## src/rtl/store_buffer.sv

```systemverilog
// store_buffer: in-order FIFO of pending stores between the MEM stage and the
// data memory. Stores drain one per cycle whenever the memory port is not
// needed by a load; a load that overlaps any pending store is stalled, which
// in turn frees the port so the head store drains and progress is guaranteed.
//
// Ports:
//   clk, reset                 clock, synchronous active-high reset
//   st_valid/addr/data/size    store request from MEM (size 1, 2 or 4 bytes)
//   st_ready                   store accepted when st_valid is also high
//   st_err                     pulse for an illegal st_size on an accepted slot
//   ld_valid/ld_addr           word load request from MEM
//   ld_stall                   load overlaps a pending store and must be held
//   dm_address/data_in/size    data memory port (dm_size 0 = no write)
//   count, empty               occupancy, empty used to drain before syscall/eret
module store_buffer #(
  parameter int unsigned DEPTH = 4
) (
  input  logic                     clk,
  input  logic                     reset,
  input  logic                     st_valid,
  input  logic [31:0]              st_addr,
  input  logic [31:0]              st_data,
  input  logic [2:0]               st_size,
  output logic                     st_ready,
  output logic                     st_err,
  input  logic                     ld_valid,
  input  logic [31:0]              ld_addr,
  output logic                     ld_stall,
  output logic [31:0]              dm_address,
  output logic [31:0]              dm_data_in,
  output logic [2:0]               dm_size,
  output logic [$clog2(DEPTH):0]   count,
  output logic                     empty
);

  localparam int unsigned PW = $clog2(DEPTH);
  localparam int unsigned CW = $clog2(DEPTH) + 1;

  logic [31:0]      addr_q [DEPTH];
  logic [31:0]      data_q [DEPTH];
  logic [2:0]       size_q [DEPTH];
  logic [DEPTH-1:0] vld_q;
  logic [PW-1:0]    head_q;
  logic [PW-1:0]    tail_q;
  logic [CW-1:0]    count_q;

  logic             size_legal;
  logic             enq;
  logic             drain;
  logic             overlap;
  logic [DEPTH-1:0] hit;
  logic [32:0]      ld_lo;
  logic [32:0]      ld_hi;

  // Load byte range [ld_lo, ld_hi) in 33 bits so the end never wraps.
  assign ld_lo = {1'b0, ld_addr};
  assign ld_hi = ld_lo + 33'd4;

  // Per-entry half-open interval intersection test.
  for (genvar i = 0; i < DEPTH; i++) begin : g_hit
    logic [32:0] e_lo;
    logic [32:0] e_hi;
    assign e_lo   = {1'b0, addr_q[i]};
    assign e_hi   = e_lo + 33'(size_q[i]);
    assign hit[i] = vld_q[i] && (e_lo < ld_hi) && (ld_lo < e_hi);
  end

  assign overlap    = |hit;
  assign size_legal = (st_size == 3'd1) || (st_size == 3'd2) || (st_size == 3'd4);

  // A full buffer refuses stores even when it drains this same cycle.
  assign st_ready = !reset && (count_q < CW'(DEPTH));
  assign enq      = st_valid && st_ready && size_legal;
  assign st_err   = st_valid && st_ready && !size_legal;
  assign ld_stall = !reset && ld_valid && overlap;

  // A stalled load leaves the port free, so the head drains and clears the hazard.
  assign drain = !reset && (count_q != '0) && (!ld_valid || ld_stall);

  assign dm_address = drain ? addr_q[head_q] : ld_addr;
  assign dm_data_in = drain ? data_q[head_q] : 32'd0;
  assign dm_size    = drain ? size_q[head_q] : 3'd0;
  assign count      = count_q;
  assign empty      = reset || (count_q == '0);

  // FIFO storage and pointers; enqueue and drain never target the same slot.
  always_ff @(posedge clk) begin
    if (reset) begin
      head_q  <= '0;
      tail_q  <= '0;
      count_q <= '0;
      vld_q   <= '0;
      for (int i = 0; i < DEPTH; i++) begin
        addr_q[i] <= '0;
        data_q[i] <= '0;
        size_q[i] <= '0;
      end
    end else begin
      if (enq) begin
        addr_q[tail_q] <= st_addr;
        data_q[tail_q] <= st_data;
        size_q[tail_q] <= st_size;
        vld_q[tail_q]  <= 1'b1;
        tail_q         <= tail_q + PW'(1);
      end
      if (drain) begin
        vld_q[head_q] <= 1'b0;
        head_q        <= head_q + PW'(1);
      end
      count_q <= count_q + CW'(enq) - CW'(drain);
    end
  end

endmodule

```

## config.mk

```make
export PLATFORM = sky130hd
export DESIGN_NAME = store_buffer
export DESIGN_NICKNAME = d
export VERILOG_FILES = /design/src/rtl/store_buffer.sv
export SDC_FILE = /design/constraint.sdc
export NUM_CORES = 1
export LEC_CHECK = 0
export BUFFER_PORTS_ARGS = -buffer_cell sky130_fd_sc_hd__buf_2
export CORE_MARGIN = 2
export CORE_UTILIZATION = 40
export DETAILED_ROUTE_END_ITERATION = 16
export PLACE_DENSITY = 0.59
export REMOVE_ABC_BUFFERS = 1
export SLEW_MARGIN = 10
export SYNTH_ARGS = -nofsm -noshare
export SYNTH_HDL_FRONTEND = slang
export SYNTH_SLANG_ARGS = --single-unit
```

## constraint.sdc

```tcl
create_clock -name clk -period 6.6 [get_ports clk]
set_input_delay 0.66 -clock clk [delete_from_list [all_inputs] [get_ports clk]]
set_output_delay 0.66 -clock clk [all_outputs]
set_load 0.02 [all_outputs]
```

Yosys cells after proc, flatten, opt, wreduce, memory -nomap -nowiden

Memory sizes are Yosys's and may differ from the RTL's. A register that Yosys moved wholly into a read port is not among the register bits.
Index checks and enable logic that the tools add are counted.

Add/subtract/negate cells: 9
$lt $le $gt $ge: 13
Equal/unequal tests: 3
Muxes and demuxes: 30
Bitwise gates (word level): 3
Reductions and logical operators: 31

Operators with widths:

| cell                  | count |
|---|---|
| $lt 32x33->1          | 8 |
| $add 32x3->33         | 4 |
| $mux 32               | 4 |
| $reduce_or 32->1      | 2 |
| $add 32x3->33 const B | 1 |
| $logic_and 1x1->1     | 18 |
| $mux 2                | 9 |
| $mux 4                | 3 |
| $mux 1                | 10 |
| $lt 2x3->1 const B    | 2 |
| $mux 3                | 2 |
| $add 2x1->2 const B   | 2 |
| $and 4x4->4           | 1 |
| $demux 1 s2           | 2 |
| $ge 2x1->1 const B    | 2 |
| $logic_or 1x1->1      | 4 |
| $not 4->4             | 1 |
| $or 4x4->4            | 1 |
| $reduce_or 4->1       | 1 |
| $add 3x1->3           | 1 |
| $eq 3x1->1 const B    | 1 |
| $eq 3x2->1 const B    | 1 |
| $eq 3x3->1 const B    | 1 |
| $logic_not 1->1       | 3 |
| other kinds (5)       | 5 |

Register bits after elaboration: 11
Bits in writable memories: 268
Memories kept: 3

Memory list:

| name   | words | bits a word | read ports | clocked after memory_dff | wr ports | line | source |
|---|---|---|---|---|---|---|---|
| addr_q | 4     | 32          | 5          | 1                        | 4        | 39   | `logic [31:0] addr_q [DEPTH];` |
| data_q | 4     | 32          | 1          | 1                        | 4        | 40   | `logic [31:0] data_q [DEPTH];` |
| size_q | 4     | 3           | 5          | 1                        | 4        | 41   | `logic [2:0] size_q [DEPTH];` |

Longest topological paths before layout

Word-level depth: 10
Gate-level depth with buffers: 25

Worst setup path after synthesis

OpenSTA, ideal clock, no wires.

Path type: input-to-reg
Start point: input reset
End point: memory addr_q[2][0] (enable)
Library setup time: 0.585 ns
Data arrival time: 6.705 ns
Data required time: 6.015 ns
Path slack: -0.689 ns
Stages on the path: 7
Cells stage by stage: clkbuf_1 nor2_1 nand2_1 nor2b_1 clkbuf_1 nand2_1 o21ai_0

RTL lines:

| what            | line | source |
|---|---|---|
| start, declared | 19   | `input logic reset,` |
| end, declared   | 39   |  |

Worst setup path after layout

Start point: input ld_addr[2]
End point: output dm_address[6]

Word-level cells in the longest chain between the ends: 9
Elaborated cells on any way between the ends: 22
Classes of those cells: add/sub: 1; order compare: 8; mux: 1; reduce/logical: 12

RTL lines:

| what                            | line | source |
|---|---|---|
| start, declared                 | 27   | `input logic [31:0] ld_addr,` |
| $add 32x3->33                   | 57   | `assign ld_hi = ld_lo + 33'd4;` |
| $lt 32x33->1                    | 65   | `assign hit[i] = vld_q[i] && (e_lo < ld_hi) && (ld_lo < e_hi);` |
| $logic_and 1x1->1 (2 in series) | 65   |  |
| $reduce_or 4->1 *               | 68   | `assign overlap = \|hit;` |
| $logic_and 1x1->1 *             | 75   | `assign ld_stall = !reset && ld_valid && overlap;` |
| $logic_or 1x1->1 *              | 78   | `assign drain = !reset && (count_q != '0) && (!ld_valid \|\| ld_stall);` |
| $logic_and 1x1->1 *             | 78   |  |
| $mux 32 *                       | 80   | `assign dm_address = drain ? addr_q[head_q] : ld_addr;` |
| end, declared                   | 29   | `output logic [31:0] dm_address,` |

Every way passes the cells marked *; elsewhere a longest branch is shown, timed or not.

==> metrics.md <==
| Metric | Value |
|---|---|
| Setup_tns | `0 ns` |
| Worst hold path cell count | `2` |
| Fin crit share | `0.9739` |
| Number of global-route vias before repair | `16260` |
| Top Ports | `177` |
| Drt wl/cell | `24.47 µm` |
| Setup WS pre-CTS | `-0.3447 ns` |
| Post-synthesis register bit count | `281` |
| Design area | `24310 µm²` |
| Post-Syn Area | `21180 µm²` |
| Most frequent cells in the layout | `and2_1, ha_1, edfxtp_1` |
| Starting Density | `0.4039` |
| CP max stage delay | `0.70 ns` |
| DRT Pass-1 Iters | `5` |
| Worst skew pair latency | `0.58 ns` |
| Clock buffer count from CTS | `34` |
| Total wire length | `68100 µm` |
| Critical Path AT | `5.77 ns` |
| Final Hold Viols | `0` |
| Crit path cell chain | `buf_2 > ha_1 > nand2_1 > or3_1 > nor3_1 > buf_4 > nand3_1 > xor2_2 > ha_1 > nand4_1 > or4_1 > a31oi_4 > o221a_2 > o21ai_2 > o31ai_4 > buf_4 > buf_12 > mux2_4 > buf_2` |
| Relative slew slack | `0.2842` |
| Synth Warn # | `0` |
| R2R setup slack | `0.75 ns` |
| Most common cell after layout, fill and taps aside | `and2_1` |
| DP Cell Count | `2712` |
| Max H-tree Level | `2` |
| Total grt overflow | `0` |
| Final Hold Slack | `0.4016 ns` |
| Reg-to-Reg End | `count[2]$_SDFF_PP0_` |
| Dpl cell area | `22980 µm²` |
| Final Max Slew Viols | `0` |
| Core Util, Final | `0.4635` |
| Mapped Cells | `1878` |
| WP data required | `5.94 ns` |
| Final setup margin | `0.1725 ns` |
| Clock Pin Slew Worst Setup and Hold Paths | `0.06 ns` |
| Root buf cell | `clkbuf_16` |
| Hold_sp | `st_data[11]` |
| Antenna Nets Post-Route | `0` |
| CTS tree | `built` |
| Critical path launch point type | `input pin` |
| Die Height | `234.1 µm` |
| Final nets | `2445` |
| Synth Flop Type | `edfxtp_1` |
| Routability cong. | `0.9626` |
| Final HPWL DP | `48860 µm` |
| Power density over cell area | `232.3 nW/µm²` |
| Die W | `234.1 µm` |
| Hold_buf cts | `0` |
| Peak Freq | `155.6 MHz` |
| WS Path Type | `input pin to output pin` |
| Number of cell rows | `84` |
| Setup violations, final | `0` |
| Library cells used by synthesis | `60` |
| Critical Path End Type | `output pin` |
| Crit Reg-Reg Startpoint | `addr_q[2][1]$_SDFFCE_PN0P_` |
| First-pass GRT wire length | `101600 µm` |
| Clk_skew | `0.02432 ns` |
| Crit path max-delay cell type | `or4_1` |
| Initial antenna violation count | `8` |
| Largest net degree at the start of global routing | `74` |
| Die area | `54810 µm²` |
| EDFF count, synth | `268` |
| LEAKAGE | `9.817 nW` |
| Vias | `16040` |
| Max_cap viols | `0` |
| Worst min path class | `input pin to register` |
| Syn_area_per_cell | `11.28 µm²` |
| Port buffer count | `176` |
| Sequential area share after synthesis | `0.3922` |
| DR DRC count | `0` |
| Total power | `5.647 mW` |
| Slew @ Worst Pin | `1.070 ns` |
| Post-Layout Cell Count | `2783` |
| WHS Endpoint | `data_q[3][11]$_DFFE_PP_` |
| Sink Count | `281` |
| FFs w/ async S/R, synth | `0` |
| CTS max path bufs | `3` |
| Status | `finished, final reports clean` |
| Minimum clock period after layout | `6.427 ns` |
| Worst VDD drop | `0.1483 mV` |
| Share of cells above drive strength 1 | `0.1931` |
| R2R depth | `26` |
| Worst Path Max Fanout | `18` |
| Gr usage total | `0.2504` |
| DRT iter0 DRCs | `1260` |
| Core area | `52450 µm²` |
| Area Growth Syn to Fin | `14.77%` |
| DR vias/cell | `5.762` |
[synth_stat cells (3+ instances only)]
master       n  area (µm²)
a211oi_1    17       127.6
o21a_1       6       45.04
mux2_4      34       510.5
nor2_1      65       244.0
or4_1        3       22.52
ha_1       270        3378
nand2_1    107       401.6
mux4_2      67        1509
nand2b_1     4       25.02
a21oi_1     95       475.5
and3_1      23       143.9
o2111ai_1    6       52.55
clkbuf_1    52       195.2
nand3_1     82       410.4
and4_1      21       183.9
nor2b_1     50       312.8
nor4_1       7       43.79
and2_1     272        1702
inv_1       31       116.4
nor3_1      21       105.1
a21o_1      37       277.8
a221oi_1     6       52.55
xnor2_1     65       569.3
edfxtp_1   268        8048
dfxtp_1     13       260.3
o211ai_1     7       52.55
a41o_1       3       30.03
or2_2        4       25.02
a211o_1      3       26.28
xor2_1      88       770.7
a311oi_1     4       35.03
o221ai_1     3       26.28
buf_6        4       45.04
nand4_1     62       387.9
fa_1         5       100.1
o21ai_0     42       210.2
[logic make-up after synthesis]
logic type | Yosys count | share of synthesized area
AND/OR/NAND/NOR | 729 | 0.1925
flip-flops | 281 | 0.3922
adder cells (fa/ha/maj) | 275 | 0.1642
AO/OA/AOI/OAI | 250 | 0.07526
XOR/XNOR | 153 | 0.06326
multiplexers | 101 | 0.09534
buffers and inverters | 89 | 0.01719
[where the power goes]
group	switching [mW]	total, mW	internal (mW)
clock	0.814	1.86	1.04
combinational	0.798	1.52	0.718
sequential	0.206	2.27	2.07
[flip-flops by register name (all words and copies together) (netlist names), named ones only]
register,cells
addr_q,128
count,3
data_q,128
head_q,2
size_q,12
tail_q,2
vld_q,4
[critical path: cells and delay by family]
family / cells / cell delay (ns)
AOI/OAI and AO/OA: 4 / 0.97
xor gates and xnor gates: 1 / 0.22
adders and majority gates: 2 / 0.61
buffers and inverters: 5 / 1.04
muxes: 1 / 0.31
and+or+nand+nor: 6 / 1.92
[worst max-delay path by stage]
| stage | startpoint | end | depth (start not counted) |
|---|---|---|---|
| 4_1_cts | ld_addr[4] | dm_address[8] | 20 |
| 6_report | ld_addr[2] | dm_address[6] | 19 |
| 3_5_place_dp | ld_addr[4] | dm_address[13] | 19 |
| 3_3_place_gp | ld_addr[4] | dm_address[20] | 19 |
| 2_1_floorplan | reset | addr_q[2][0]$_SDFFCE_PN0P_ | 5 |
| 5_1_grt | size_q[2][1]$_SDFFCE_PN0P_ | dm_data_in[21] | 24 |
[cell type report]
| type | instances | area, µm² |
|---|---|---|
| diodes | 3 | 7.507 |
| clock buffers | 41 | 877.1 |
| clock inverters | 20 | 193.9 |
| fillers | 4859 | 28140 |
| inverters | 31 | 116.4 |
| multi-input cells | 1508 | 12730 |
| flip-flops and latches | 281 | 8315 |
| well taps | 688 | 860.8 |
| repair buffers | 211 | 1206 |
[layer usage]
layer | global-route usage | wire, µm | vias up
li1 | - | - | 7432
met1 | 0.3436 | 30590 | 7990
met2 | 0.4058 | 31390 | 480
met3 | 0.03891 | 3883 | 119
met4 | 0.08010 | 2153 | 14
met5 | 0 | 76 | -
[what timing repair did]
item,4_1_cts,5_1_grt
resized for setup,8,29
endpoints found under the setup margin,67,67
hold endpoints to repair,0,0
pin swaps,1,5
buffers inserted,2,4
gates cloned,1,0
Power figures use the tool's default switching activity.
